**src/rtl/vme_slave_responder_pkg.sv**
```systemverilog
// Shared VMEbus definitions: strobe levels, transceiver direction, A24 AM codes,
// slave state encoding and byte-lane helpers.
package vme_slave_responder_pkg;

  localparam logic ACTIVE   = 1'b0;
  localparam logic INACTIVE = 1'b1;

  localparam logic DIR_IN  = 1'b0;
  localparam logic DIR_OUT = 1'b1;

  localparam logic [5:0] AM_A24_USR_DATA = 6'h39;
  localparam logic [5:0] AM_A24_USR_PROG = 6'h3A;
  localparam logic [5:0] AM_A24_SUP_DATA = 6'h3D;
  localparam logic [5:0] AM_A24_SUP_PROG = 6'h3E;

  typedef enum logic [2:0] {
    ST_IDLE,
    ST_DECODE,
    ST_ACCESS,
    ST_ACK,
    ST_WAIT_RELEASE
  } vme_state_e;

  function automatic logic am_is_a24(input logic [5:0] am);
    return (am == AM_A24_USR_DATA) || (am == AM_A24_USR_PROG) ||
           (am == AM_A24_SUP_DATA) || (am == AM_A24_SUP_PROG);
  endfunction

  // Big-endian lanes: be[3] is byte offset 0.
  function automatic logic [3:0] byte_enables(input logic lword_n,
                                              input logic [1:0] ds_n,
                                              input logic a1);
    logic [3:0] be;
    if (ds_n == 2'b00)
      be = (lword_n == ACTIVE) ? 4'b1111 : (a1 ? 4'b0011 : 4'b1100);
    else
      be = 4'b1000 >> {a1, ~ds_n[0]};
    return be;
  endfunction

  function automatic logic size_illegal(input logic lword_n,
                                        input logic [1:0] ds_n,
                                        input logic a1);
    return (lword_n == ACTIVE) && (a1 || (ds_n != 2'b00));
  endfunction

endpackage

```
**src/rtl/vme_slave_responder_sync.sv**
```systemverilog
// Parameterized-width two-flop synchronizer for asynchronous backplane strobes.
module vme_sync #(
  parameter int           W       = 1,
  parameter logic [W-1:0] RST_VAL = '0
) (
  input  logic         i_clock,
  input  logic         i_reset,
  input  logic [W-1:0] i_d,
  output logic [W-1:0] o_q
);

  logic [W-1:0] r_meta;
  logic [W-1:0] r_sync;

  always_ff @(posedge i_clock) begin
    if (i_reset) begin
      r_meta <= RST_VAL;
      r_sync <= RST_VAL;
    end else begin
      r_meta <= i_d;
      r_sync <= r_meta;
    end
  end

  assign o_q = r_sync;

endmodule

```
**src/rtl/vme_slave_responder.sv**
```systemverilog
// VMEbus A24 slave: forwards backplane cycles hitting BASE to the local bus and drives DTACK.
// Optional VME_SLAVE_BERR_EN adds BERR on illegal size and a local_ack timeout.
module vme_slave_responder
  import vme_slave_responder_pkg::*;
#(
  parameter logic [3:0] BASE = 4'h3
`ifdef VME_SLAVE_BERR_EN
  , parameter int TIMEOUT = 64
`endif
) (
  input  logic        i_clock,
  input  logic        i_reset,
  input  logic        i_bus_owned,
  input  logic        i_vme_as,
  input  logic [1:0]  i_vme_ds,
  input  logic        i_vme_lword,
  input  logic        i_vme_write,
  input  logic [23:0] i_vme_address,
  input  logic [5:0]  i_vme_address_mod,
  output logic        o_vme_dtack,
  output logic        o_vme_berr,
  output logic        o_data_oe,
  output logic        o_data_dir,
  output logic        o_local_req,
  output logic        o_local_write,
  output logic [23:0] o_local_addr,
  output logic [3:0]  o_local_be,
  input  logic        i_local_ack
);

  logic [3:0] w_sync_q;
  logic       w_as_s;
  logic [1:0] w_ds_s;
  logic       w_write_s;
  logic       w_sel;
  logic       w_illegal;
  logic [3:0] w_be;
  logic       w_unused_addr0;

  vme_state_e  r_state;
  logic        r_dtack;
  logic        r_data_oe;
  logic        r_data_dir;
  logic        r_local_req;
  logic        r_local_write;
  logic [23:0] r_local_addr;
  logic [3:0]  r_local_be;

  vme_sync #(.W(4), .RST_VAL(4'hF)) u_sync (
    .i_clock (i_clock),
    .i_reset (i_reset),
    .i_d     ({i_vme_as, i_vme_ds, i_vme_write}),
    .o_q     (w_sync_q)
  );

  assign w_as_s    = w_sync_q[3];
  assign w_ds_s    = w_sync_q[2:1];
  assign w_write_s = w_sync_q[0];

  // Address, AM and LWORD are stable while AS is low, so they are used raw.
  assign w_sel     = (i_bus_owned == INACTIVE) && am_is_a24(i_vme_address_mod) &&
                     (i_vme_address[23:20] == BASE);
  assign w_be      = byte_enables(i_vme_lword, w_ds_s, i_vme_address[1]);
  assign w_illegal = size_illegal(i_vme_lword, w_ds_s, i_vme_address[1]);
  assign w_unused_addr0 = i_vme_address[0];

`ifdef VME_SLAVE_BERR_EN
  localparam int TMO_W = (TIMEOUT > 2) ? $clog2(TIMEOUT) : 1;
  localparam logic [TMO_W-1:0] TMO_LAST = TMO_W'(TIMEOUT - 1);
  logic             r_berr;
  logic [TMO_W-1:0] r_tmo;
`endif

  always_ff @(posedge i_clock) begin
    if (i_reset) begin
      r_state       <= ST_IDLE;
      r_dtack       <= INACTIVE;
      r_data_oe     <= INACTIVE;
      r_data_dir    <= DIR_IN;
      r_local_req   <= 1'b0;
      r_local_write <= 1'b0;
      r_local_addr  <= '0;
      r_local_be    <= '0;
`ifdef VME_SLAVE_BERR_EN
      r_berr        <= INACTIVE;
      r_tmo         <= '0;
`endif
    end else begin
      case (r_state)
        ST_IDLE: begin
          if (w_as_s == ACTIVE) r_state <= ST_DECODE;
        end
        ST_DECODE: begin
          if (w_as_s == INACTIVE) begin
            r_state <= ST_IDLE;
          end else if (!w_sel) begin
            r_state <= ST_WAIT_RELEASE;
          end else if (w_ds_s != 2'b11) begin
            if (w_illegal) begin
`ifdef VME_SLAVE_BERR_EN
              r_berr  <= ACTIVE;
              r_state <= ST_ACK;
`else
              r_state <= ST_WAIT_RELEASE;
`endif
            end else begin
              r_local_req   <= 1'b1;
              r_local_write <= (w_write_s == ACTIVE);
              r_local_addr  <= {i_vme_address[23:2], 2'b00};
              r_local_be    <= w_be;
              r_data_dir    <= (w_write_s == ACTIVE) ? DIR_IN : DIR_OUT;
              r_data_oe     <= ACTIVE;
              r_state       <= ST_ACCESS;
`ifdef VME_SLAVE_BERR_EN
              r_tmo         <= '0;
`endif
            end
          end
        end
        ST_ACCESS: begin
          if (w_as_s == INACTIVE) begin
            r_local_req <= 1'b0;
            r_data_oe   <= INACTIVE;
            r_state     <= ST_IDLE;
          end else if (i_local_ack) begin
            r_local_req <= 1'b0;
            r_dtack     <= ACTIVE;
            r_state     <= ST_ACK;
`ifdef VME_SLAVE_BERR_EN
          end else if (r_tmo == TMO_LAST) begin
            r_local_req <= 1'b0;
            r_berr      <= ACTIVE;
            r_state     <= ST_ACK;
          end else begin
            r_tmo <= r_tmo + 1'b1;
`endif
          end
        end
        ST_ACK: begin
          if (w_ds_s == 2'b11) begin
            r_dtack   <= INACTIVE;
            r_data_oe <= INACTIVE;
`ifdef VME_SLAVE_BERR_EN
            r_berr    <= INACTIVE;
`endif
            r_state   <= ST_WAIT_RELEASE;
          end
        end
        ST_WAIT_RELEASE: begin
          if (w_as_s == INACTIVE) r_state <= ST_IDLE;
        end
        default: r_state <= ST_IDLE;
      endcase
    end
  end

  assign o_vme_dtack   = r_dtack;
  assign o_data_oe     = r_data_oe;
  assign o_data_dir    = r_data_dir;
  assign o_local_req   = r_local_req;
  assign o_local_write = r_local_write;
  assign o_local_addr  = r_local_addr;
  assign o_local_be    = r_local_be;
`ifdef VME_SLAVE_BERR_EN
  assign o_vme_berr    = r_berr;
`else
  assign o_vme_berr    = INACTIVE;
`endif

endmodule

```
**config.mk**
```make
export PLATFORM = sky130hd
export DESIGN_NAME = vme_slave_responder
export DESIGN_NICKNAME = d
export VERILOG_FILES = /design/src/rtl/vme_slave_responder_pkg.sv /design/src/rtl/vme_slave_responder_sync.sv /design/src/rtl/vme_slave_responder.sv
export SDC_FILE = /design/constraint.sdc
export NUM_CORES = 1
export LEC_CHECK = 0
export CAP_MARGIN = 10
export CORE_MARGIN = 3
export CORE_UTILIZATION = 69
export CTS_BUF_LIST = sky130_fd_sc_hd__clkbuf_4 sky130_fd_sc_hd__clkbuf_8
export CTS_CLUSTER_SIZE = 12
export DETAILED_ROUTE_END_ITERATION = 10
export DONT_BUFFER_PORTS = 1
export GPL_TIMING_DRIVEN = 1
export MAX_ROUTING_LAYER = met4
export PLACE_DENSITY_LB_ADDON = 0.05
export SLEW_MARGIN = 20
export SYNTH_ARGS = -nofsm -noshare
export SYNTH_HDL_FRONTEND = slang
export SYNTH_SLANG_ARGS = --single-unit
```
**constraint.sdc**
```tcl
create_clock -name i_clock -period 4.74 [get_ports i_clock]
set_input_delay 1.185 -clock i_clock [delete_from_list [all_inputs] [get_ports i_clock]]
set_output_delay 1.185 -clock i_clock [all_outputs]
set_load 0.03 [all_outputs]
```
# --- Word level (Yosys, flattened, before mapping) ---
# Index checks and enable logic that the tools add are counted.
totals:
  regBits: 42
  output_inout_bits: 34
  elab_cells: 87
op_classes:
  n_eq_ne: 23
  n_shift: 1
  n_mux: 30
  n_bitwise: 5
  reduce_logical: 18
ops:
  columns: ["operator", "count"]
  rows:
  - ["$mux W3", 9]
  - ["$eq A6 B6 Y1 const B", 4]
  - ["$ne A2 B2 Y1 const B", 9]
  - ["$pmux W3 S5", 1]
  - ["$mux W1", 14]
  - ["$mux W4", 3]
  - ["$reduce_and A5 Y1", 2]
  - ["$reduce_and A7 Y1", 1]
  - ["$eq A3 B2 Y1 const B", 2]
  - ["$reduce_and A6 Y1", 1]
  - ["$reduce_bool A2 Y1", 3]
  - ["$not A1 Y1", 5]
  - ["$eq A4 B2 Y1 const B", 1]
  - ["$logic_or A1 B1 Y1", 4]
  - ["$ne A2 B1 Y1 const B", 2]
  - ["$ne A4 B3 Y1 const B", 1]
  - ["$pmux W1 S2", 2]
  - ["$reduce_and A4 Y1", 1]
  - ["$shr A4 B2 Y4 const A", 1]
  - ["$eq A3 B1 Y1 const B", 1]
  - ["$eq A3 B3 Y1 const B", 1]
  - ["$logic_and A1 B1 Y1", 3]
  - ["$logic_not A3 Y1", 1]
  - ["$ne A3 B2 Y1 const B", 1]
  - ["other kinds (4)", 4]

# --- Longest topological paths before layout ---
# Gate-level depths: netlist (run 1).
depth:
  depth_word: 9
  ltp_mapped: 7

# --- Modules after synthesis ---
# A second synthesis (run 1) with hierarchy kept.
hier_totals:
  hier_cells: 197
  hier_area_um2: 1664.1
modules_own_cells:
  columns: ["module", "n_inst", "cells_per_inst", "area_each_um2", "seq_area_each_um2"]
  rows:
  - ["vme_slave_responder", 1, 181, 1453.9, 680.7]
  - ["vme_sync", 1, 16, 210.2, 160.2]

# --- Least setup slack after synthesis (run 1) ---
# OpenSTA, ideal clock, no wires.
synth_timing:
  kind: "input-to-reg"
  startpoint: "input port i_vme_address[23]"
  endpoint: "register r_local_addr[10], in the netlist o_local_addr[10]"
  setup_ps: 128
  arrival_time_ps: 2533
  required_time_ps: 4612
  path_slack_ps: 2079
  path_stages: 6
  n_path_buf: 1
  cell_sequence: "and4bb_2 o2111ai_1 nor3_4 buf_6 mux2i_1 nor2_1"
synth_via:
  elab_chain_cells: 3
synth_rtl:
  columns: ["item", "line_no", "text"]
  rows:
  - ["start, declared", "vme_slave_responder.sv:18", "input logic [23:0] i_vme_address,"]
  - ["$eq A4 B2 Y1", "vme_slave_responder.sv:62", "(i_vme_address[23:20] == BASE);"]
  - ["$logic_and A1 B1 Y1", "vme_slave_responder.sv:61", "assign w_sel = (i_bus_owned == INACTIVE) && am_is_a24(i_vme_address_mod) &&"]
  - ["$reduce_and A5 Y1 (no line)", null, null]
  - ["end signal, assigned", "vme_slave_responder.sv:109", "r_local_addr <= {i_vme_address[23:2], 2'b00};"]
  - ["end, declared", "vme_slave_responder.sv:46", "logic [23:0] r_local_addr;"]
# No other way between the ends.
# A chain may end at the register's enable or synchronous reset.

# --- Worst setup path in the final report (run 1) ---
layout_timing:
  startpoint: "input port i_vme_address[23]"
  endpoint: "register r_local_addr[19], in the netlist o_local_addr[19]"
# The elaborated chain is that of the path after synthesis.

==> out/metrics.cfg, run 1 <==
[outcome]
status = completed

[critical_path]
cp_slowest_cell = buf_4
cp_max_fo = 34
arrival_ns = 2.74
critPathKind = input pin to flip-flop
required_ns = 4.98
cpPeakStageDelay_ns = 0.42
end_kind = flip-flop
startpoint_type = input pin
worstPathCellList = and4bb_2 > o2111ai_1 > nor3_4 > buf_4 > mux2i_1 > nor2_1

[clocking]
numClockSinks = 42
root_buffer = clkbuf_4
cts_tree = yes
cts_setup_buffers = 0
ctsHtreeMaxLevel = 2
ctsResizeCount = 0
clk_pin_slew_worst_paths_ns = 0.12
clk_latency_ns = 0.33
cts_buffer_depth = 2
numCtsBuffers = 5
hold_buffers = 0

[power]
ir_worst_vdd_mv = 0.434
power.density_nw_per_um2 = 374
power_frac_clock_pct = 41.6
power.internal_mw = 0.535
swShare_pct = 19.8
p_leak_nw = 0.627
power_mw = 0.667
sequentialPowerShare_pct = 54.6
power.switching_mw = 0.132
power_frac_comb_pct = 3.8

[timing]
hold_viol = 0
maxSlewViolCount = 0
hold_ws_ns = 0.422
setup_viol = 0
finClkSkew_ns = 0.00618
fin_crit_ns = 2.50
worst_pin_slew_ns = 0.541
rsz0062_at_grt = false
fmax_mhz = 400
fin_crit_sh_pct = 52.7
worst_slack_ns = 2.24
slew-limit-headroom_pct = 63.9
setup_tns_ns = 0

[global_route]
grt_pass1_vias = 1098
grt_usage_pct = 19.8
antenna_found_initial = 0
grt_max_degree = 45
gr-total-overflow = 0
grt_pass1_wl_um = 4880

[routing]
via_per_inst = 5.81
num_vias = 1192
wl_per_cell_um = 14.5
drc = 0
dr.pass1.iters = 4
drtIter0Drc = 52
postRouteAntennaNets = 0
drt_wl_total_um = 2970

[cells_and_area]
multi_input_area_um2 = 788
fillerInstances = 154
final_cell_area_um2 = 1790
drive_above_1_share_pct = 14.7
register_area_um2 = 841
final_core_util_pct = 77.7
nNetsFinal = 215
diodes = 0
final_cells = 205
syn_to_final_growth_pct = 3.48

[logic_synthesis]
muxShareOfSynthArea_pct = 11.7
ys_seq_area_share_pct = 48.7
synth-simple-area-share_pct = 22.9
post_synth_num_cell_types = 35
ys_top_cells_by_count = dfxtp_1 (42), nor2_1 (32), mux2i_1 (19)
synth_adder_area_share_pct = 0
synth_xor_area_share_pct = 0.508
synth_top_family_by_area = simple AND/OR/NAND/NOR gates
synthCells = 182
synth-edff-count = 0
synthArstFlopShare_pct = 0
synth_compound_area_share_pct = 9.93
ys_ff_latch = 42
synth_top_area_share_pct = 48.7
synth_area_per_cell_um2 = 9.48
synthTopCellsByArea = dfxtp_1 (49%), mux2i_1 (11%), nor2_1 (7.0%), o21ai_0 (3.5%), or2_2 (2.9%)
yosysWarningCount = 0
synthFlopType = dfxtp_1
synthMostInstantiatedCell = dfxtp_1
synthesis.area_um2 = 1730
yosysTopAreaCell = dfxtp_1

[floorplan]
die_x_um = 56.0
die_area_um2 = 3140
num_rows = 17
io_pins = 73
initial_utilization_pct = 75.1
die_h_um = 56.0
core_um2 = 2300

[place]
routabilityCongestion = 0.899
dp_hpwl_um = 2120
dpl_cell_area_um2 = 1680
dp.cells = 197
post-place-ws_ns = 1.85
port_buffers = 0

[hold_path]
hold_class = flip-flop to flip-flop

[job]
maxCapViolCount = 0

[power groups by stage]
| stage | Combinational (mW) | Sequential, mW | Clock [mW] |
|---|---|---|---|
| 5_1_grt | 0.0279 | 0.365 | 0.300 |
| 2_1_floorplan | 0.0332 | 0.368 | 0 |
| 3_3_place_gp | 0.0242 | 0.372 | 0 |
| 3_5_place_dp | 0.0251 | 0.372 | 0 |
| 4_1_cts | 0.0252 | 0.364 | 0.284 |
| 6_report | 0.0253 | 0.364 | 0.278 |
[cell usage in the layout (no fill, tap or decap), types with 2 or more instances in the layout]
master	instances
a211oi_2	3
a21oi_1	6
a31oi_1	2
bufinv_16	2
clkbuf_4	5
conb_1	3
dfxtp_1	42
inv_1	2
mux2i_1	19
nand2_1	5
nand2b_1	2
nand3_1	3
nor2_1	32
nor2b_1	4
nor3_1	5
nor3b_1	4
nor4_1	2
o21ai_0	12
or2_2	8
[kinds of logic (layout without fill, tap and decap cells)]
group | after synthesis | in the layout
AOI/OAI and AO/OA | 27 | 27
xor gates and xnor gates | 1 | 1
DFF | 42 | 42
and+or+nand+nor | 73 | 73
other | 2 | 3
muxes | 20 | 20
buffers and inverters | 17 | 11
[metal layers]
| layer | vias to the layer above | wire, µm | track usage (%) |
|---|---|---|---|
| li1 | 601 | - | - |
| met1 | 525 | 1230 | 23.8 |
| met2 | 61 | 1370 | 29.5 |
| met3 | 5 | 329 | 8.82 |
| met4 | 0 | 44 | 6.44 |
| met5 | - | 0 | - |
[cell type report]
type | instances | share of cell area, %
sequential | 42 | 47.1
inverter | 2 | 0.420
clock buffer | 5 | 2.10
clock inverter | 3 | 3.85
timing repair buffer | 1 | 0.420
tap | 28 | 1.96
multi-input combinational | 124 | 44.1
[sequential cells by signal, summed over array words and instances, names as in the netlist]
name and cells:
o_data_dir 1, r_state 3, o_local_write 1, o_local_req 1, o_data_oe 1, o_vme_dtack 1
u_sync.r_meta 4, o_local_addr 22, o_local_be 4, u_sync.o_q 4
[worst paths after layout]
kind                     start               end  slack [ns]  cells after the start
min reg2reg   u_sync.r_meta[2]     u_sync.o_q[2]        0.42                      1
max          i_vme_address[23]  o_local_addr[19]        2.24                      6
min           u_sync.r_meta[2]     u_sync.o_q[2]        0.42                      1
max reg2reg         r_state[0]  o_local_addr[19]        2.75                      6
[critical path, delay by kind of cell]
| kind | cells | cell delay [ns] |
|---|---|---|
| and+or+nand+nor | 3 | 0.58 |
| buffers and inverters | 1 | 0.42 |
| AOI/OAI and AO/OA | 1 | 0.28 |
| muxes | 1 | 0.25 |
(Power assumes the default switching activity.)
==> run 2: changes to the inputs <==
--- a/config.mk
+++ b/config.mk
@@ -7,7 +7,7 @@
 export LEC_CHECK = 0
 export CAP_MARGIN = 10
 export CORE_MARGIN = 3
-export CORE_UTILIZATION = 69
+export CORE_UTILIZATION = 58
 export CTS_BUF_LIST = sky130_fd_sc_hd__clkbuf_4 sky130_fd_sc_hd__clkbuf_8
 export CTS_CLUSTER_SIZE = 12
 export DETAILED_ROUTE_END_ITERATION = 10
==> constraint.sdc (replaced) <==
create_clock -name i_clock -period 2.2 [get_ports i_clock]
set_input_delay 0.55 -clock i_clock [delete_from_list [all_inputs] [get_ports i_clock]]
set_output_delay 0.55 -clock i_clock [all_outputs]
set_load 0.03 [all_outputs]
==> run 2 against run 1 <==
Effect of this change:
- global-route usage down 1.3 points
- sequential share of layout area up 0.60 points
- critical path depth down 1
- routed wire length up 7.7%
- clock power up 51%
- critical path type is now flip-flop to flip-flop
==> out/metrics.cfg, run 2 (synthesis results as in run 1) <==
[outcome]
status = completed

[critical_path]
cpMostUsedCell = o21ai_0
timing.rr.end = r_state[0]
cp_max_fo = 14
worstSetupStartpoint = r_state[1]
timing.rr.start = r_state[1]
r2r_cells = 5
critPathKind = flip-flop to flip-flop
end_kind = flip-flop
required_ns = 2.49
startpoint_type = flip-flop
cp_slowest_cell = or4b_2
worstPathCellList = nor2b_1 > o21ai_0 > o21ai_0 > or4b_2 > a21oi_1
arrival_ns = 2.17
cp_top_family = simple AND/OR/NAND/NOR gates
reg2reg_slack_ns = 0.32
cpPeakStageDelay_ns = 0.67
crit_buf_inv = 0
cp-endpoint = r_state[0]
cp_num_cells = 5

[cells_and_area]
syn_to_final_growth_pct = 2.18
nNetsFinal = 215
multi_input_area_um2 = 788
fillerInstances = 241
diodes = 0
register_area_um2 = 841
final_cell_mix = dfxtp_1 (42), nor2_1 (32), mux2i_1 (19)
largest_reg_flops = 22
drive_above_1_share_pct = 14.7
layout_commonest_cell = dfxtp_1

[clocking]
hold_buffers = 0
ctsHtreeMaxLevel = 2
clk_latency_ns = 0.35
root_buffer = clkbuf_4
clk_pin_slew_worst_paths_ns = 0.12
cts_buffer_depth = 2
numCtsBuffers = 5
numClockSinks = 42
ctsResizeCount = 0
cts_setup_buffers = 0
cts_tree = yes

[global_route]
gr-total-overflow = 0
grt_max_degree = 45
antenna_found_initial = 0
grt_pass1_wl_um = 4770
grt_pass1_vias = 1102
grt_usage_pct = 18.5

[floorplan]
die_area_um2 = 3670
die_x_um = 60.5
num_rows = 19
initial_utilization_pct = 61.5
die_h_um = 60.5
io_pins = 73
core_um2 = 2810

[routing]
drt_wl_total_um = 3200
wl_per_cell_um = 15.4
drtIter0Drc = 54
drc = 0
via_per_inst = 5.93
postRouteAntennaNets = 0
dr.pass1.iters = 4
num_vias = 1233

[timing]
fin_crit_ns = 1.88
rsz0062_at_grt = false
finClkSkew_ns = 0.00814
maxSlewViolCount = 0
setup_viol = 0
hold_viol = 0
setup_tns_ns = 0
fin_crit_sh_pct = 85.6
fmax_mhz = 531

[power]
p_leak_nw = 0.614
ir_worst_vdd_mv = 0.466
power_mw = 1.26
power.density_nw_per_um2 = 715

[place]
routabilityCongestion = 0.843
port_buffers = 0
dp_hpwl_um = 2230

[hold_path]
hold_class = input pin to flip-flop
worstHoldStart = i_reset

[job]
maxCapViolCount = 0

run 2: final cells by class:
class / instances / area share (%)
clock buffer: 7 / 3.34
tap: 31 / 2.20
timing repair buffer: 1 / 1.14
inverter: 2 / 0.426
multi-input combinational: 124 / 44.7
clock inverter: 1 / 0.497
sequential: 42 / 47.7
run 2: per-stage QoR:
stage	area, µm²	std cells	util [%]	hold slack [ns]	worst slack (ns)
after floorplan	1730	183	-	0.389	0.174
final	1760	208	62.8	0.251	0.316
after detailed placement	1700	200	60.4	0.393	0.141
after global placement	1700	200	60.4	0.392	0.197
after CTS	1760	208	62.8	0.242	0.322
after global routing	1760	208	62.8	0.211	0.146
run 2: worst min path at each step:
| stage | cells past startpoint | end |
|---|---|---|
| 2_1_floorplan | 1 | u_sync.o_q[0] |
| 3_3_place_gp | 1 | u_sync.o_q[1] |
| 3_5_place_dp | 1 | u_sync.o_q[2] |
| 4_1_cts | 1 | o_local_be[0] |
| 5_1_grt | 1 | o_local_be[0] |
| 6_report | 1 | o_local_be[0] |
run 2: power breakdown:
part           total (mW)  internal [mW]  switching [mW]
clock               0.420          0.173           0.246
sequential          0.786          0.770          0.0160
combinational      0.0539         0.0261          0.0278
run 2: layer usage:
metal | share of wire, % | track usage (%) | up-vias
met1 | 43 | 21.3 | 569
met2 | 49 | 29.9 | 54
met4 | 1.2 | 5.57 | 0
met3 | 7.3 | 7.02 | 6
li1 | - | - | 604
met5 | 0 | - | -
run 2: worst reg2reg max path: stages, from the launching register on:
cell	delay, ns
dfxtp_1	0.61
nor2b_1	0.08
o21ai_0	0.16
o21ai_0	0.16
or4b_2	0.67
a21oi_1	0.14
==> run 3: changes to the inputs <==
--- a/config.mk
+++ b/config.mk
@@ -7,7 +7,7 @@
 export LEC_CHECK = 0
 export CAP_MARGIN = 10
 export CORE_MARGIN = 3
-export CORE_UTILIZATION = 58
+export CORE_UTILIZATION = 64
 export CTS_BUF_LIST = sky130_fd_sc_hd__clkbuf_4 sky130_fd_sc_hd__clkbuf_8
 export CTS_CLUSTER_SIZE = 12
 export DETAILED_ROUTE_END_ITERATION = 10
==> constraint.sdc (replaced) <==
create_clock -name i_clock -period 2.13 [get_ports i_clock]
set_input_delay 0.5325 -clock i_clock [delete_from_list [all_inputs] [get_ports i_clock]]
set_output_delay 0.5325 -clock i_clock [all_outputs]
set_load 0.03 [all_outputs]
==> run 3 against run 2 <==
Effect of this change:
- final cell count grew 0.48%
- first-iteration DRC count grew 17%
- utilization grew 8.2 points
- critical path depth grew 1
- worst hold slack lost 0.0057 ns
- global-route usage grew 3.8 points
- fmax shrank 0.84%
- die area shrank 8.5%
- sequential share of layout area shrank 0.77 points
- setup slack lost 0.086 ns
- clock power grew 22%
- power grew 9.6%
- critical path type unchanged
- critical endpoint is now o_local_addr[7]
- highest routed layer unchanged
==> out/metrics.cfg, run 3 (synthesis results as in run 1) <==
[clocking]
numCtsBuffers = 5
hold_buffers = 0
root_buffer = clkbuf_4
cts_buffer_depth = 2
clk_latency_ns = 0.34
numClockSinks = 42
cts_tree = yes
ctsHtreeMaxLevel = 2
clk_pin_slew_worst_paths_ns = 0.12
cts_setup_buffers = 0
ctsResizeCount = 0

[cells_and_area]
final_cell_mix = dfxtp_1 (42), nor2_1 (32), mux2i_1 (19)
largest_reg_flops = 22
diodes = 0
syn_to_final_growth_pct = 3.84
final_cell_area_um2 = 1790
drive_above_1_share_pct = 15.6
nNetsFinal = 217
final_core_util_pct = 71.0
fillerInstances = 215
final_cells = 209
layout_commonest_cell = dfxtp_1

[floorplan]
initial_utilization_pct = 68.4
die_area_um2 = 3350
die_h_um = 57.9
core_um2 = 2520
num_rows = 18
io_pins = 73
die_x_um = 57.9

[critical_path]
r2r_cells = 6
worstSetupStartpoint = r_state[0]
reg2reg_slack_ns = 0.23
cp_max_fo = 12
cp-endpoint = o_local_addr[7]
cp_slowest_cell = dfxtp_1
timing.rr.start = r_state[0]
startpoint_type = flip-flop
arrival_ns = 2.14
cpPeakStageDelay_ns = 0.58
end_kind = flip-flop
required_ns = 2.37
critPathKind = flip-flop to flip-flop
crit_buf_inv = 1
cp_num_cells = 6
worstPathCellList = nand2b_4 > or3_4 > nor3_4 > buf_4 > mux2i_1 > nor2_1
cp_top_family = simple AND/OR/NAND/NOR gates
timing.rr.end = o_local_addr[7]

[place]
post-place-ws_ns = 0.142
dp_hpwl_um = 2310
dp.cells = 201
port_buffers = 0
dpl_cell_area_um2 = 1710
routabilityCongestion = 0.888

[timing]
rsz0062_at_grt = false
fmax_mhz = 526
setup_viol = 0
fin_crit_ns = 1.90
finClkSkew_ns = 0.0103
fin_crit_sh_pct = 89.2
hold_ws_ns = 0.245
setup_tns_ns = 0
hold_viol = 0
maxSlewViolCount = 0
worst_slack_ns = 0.231

[routing]
drt_wl_total_um = 3310
drc = 0
postRouteAntennaNets = 0
dr.pass1.iters = 4
wl_per_cell_um = 15.8
drtIter0Drc = 63
num_vias = 1218
via_per_inst = 5.83

[job]
maxCapViolCount = 0

[global_route]
grt_usage_pct = 22.2
grt_pass1_vias = 1159
gr-total-overflow = 0
grt_max_degree = 45
antenna_found_initial = 0
grt_pass1_wl_um = 5310

[power]
ir_worst_vdd_mv = 0.664
power.density_nw_per_um2 = 771
power_mw = 1.38
p_leak_nw = 0.630

[outcome]
status = completed

[hold_path]
hold_class = input pin to flip-flop
holdPathStages = 1

-- run 3: changes by cell type in the layout (fill, tap and decap cells not counted), sizes merged --
cell,before,now
buf,1,3
bufinv,0,1
inv,3,2
-- run 3: report_power, final --
group          internal [mW]  switching, mW  leakage [nW]
Sequential             0.796         0.0160         0.340
Clock                  0.275          0.237        0.0463
Combinational         0.0270         0.0309         0.244
-- run 3: layout make-up --
cell class / instances / area (µm²) / share of cell area, %
clock buffer: 7 / 52.6 / 2.93
clock inverter: 1 / 30.0 / 1.68
inverter: 2 / 7.51 / 0.419
multi-input combinational: 124 / 788 / 44.0
sequential: 42 / 841 / 46.9
tap: 30 / 37.5 / 2.09
timing repair buffer: 3 / 35.0 / 1.96
-- run 3: per-layer routing --
metal	vias to the layer above	global-route usage [%]	part of all wire, %
met5	-	-	0
met2	79	33.9	49
met1	529	24.5	38
li1	606	-	-
met3	4	10.5	12
met4	0	10.6	1.5
-- run 3: how the worst min path moves through the flow --
stage                         end              from
CTS                 o_local_be[0]           i_reset
detailed placement  u_sync.o_q[2]  u_sync.r_meta[2]
floorplan           u_sync.o_q[0]  u_sync.r_meta[0]
global placement    u_sync.o_q[3]  u_sync.r_meta[3]
finish              o_local_be[0]           i_reset
global route        o_local_be[0]           i_reset
-- run 3: worst reg2reg max path: stages, from the launching register on --
cell	delay [ns]
dfxtp_1	0.58
nand2b_4	0.09
or3_4	0.37
nor3_4	0.24
buf_4	0.26
mux2i_1	0.22
nor2_1	0.05
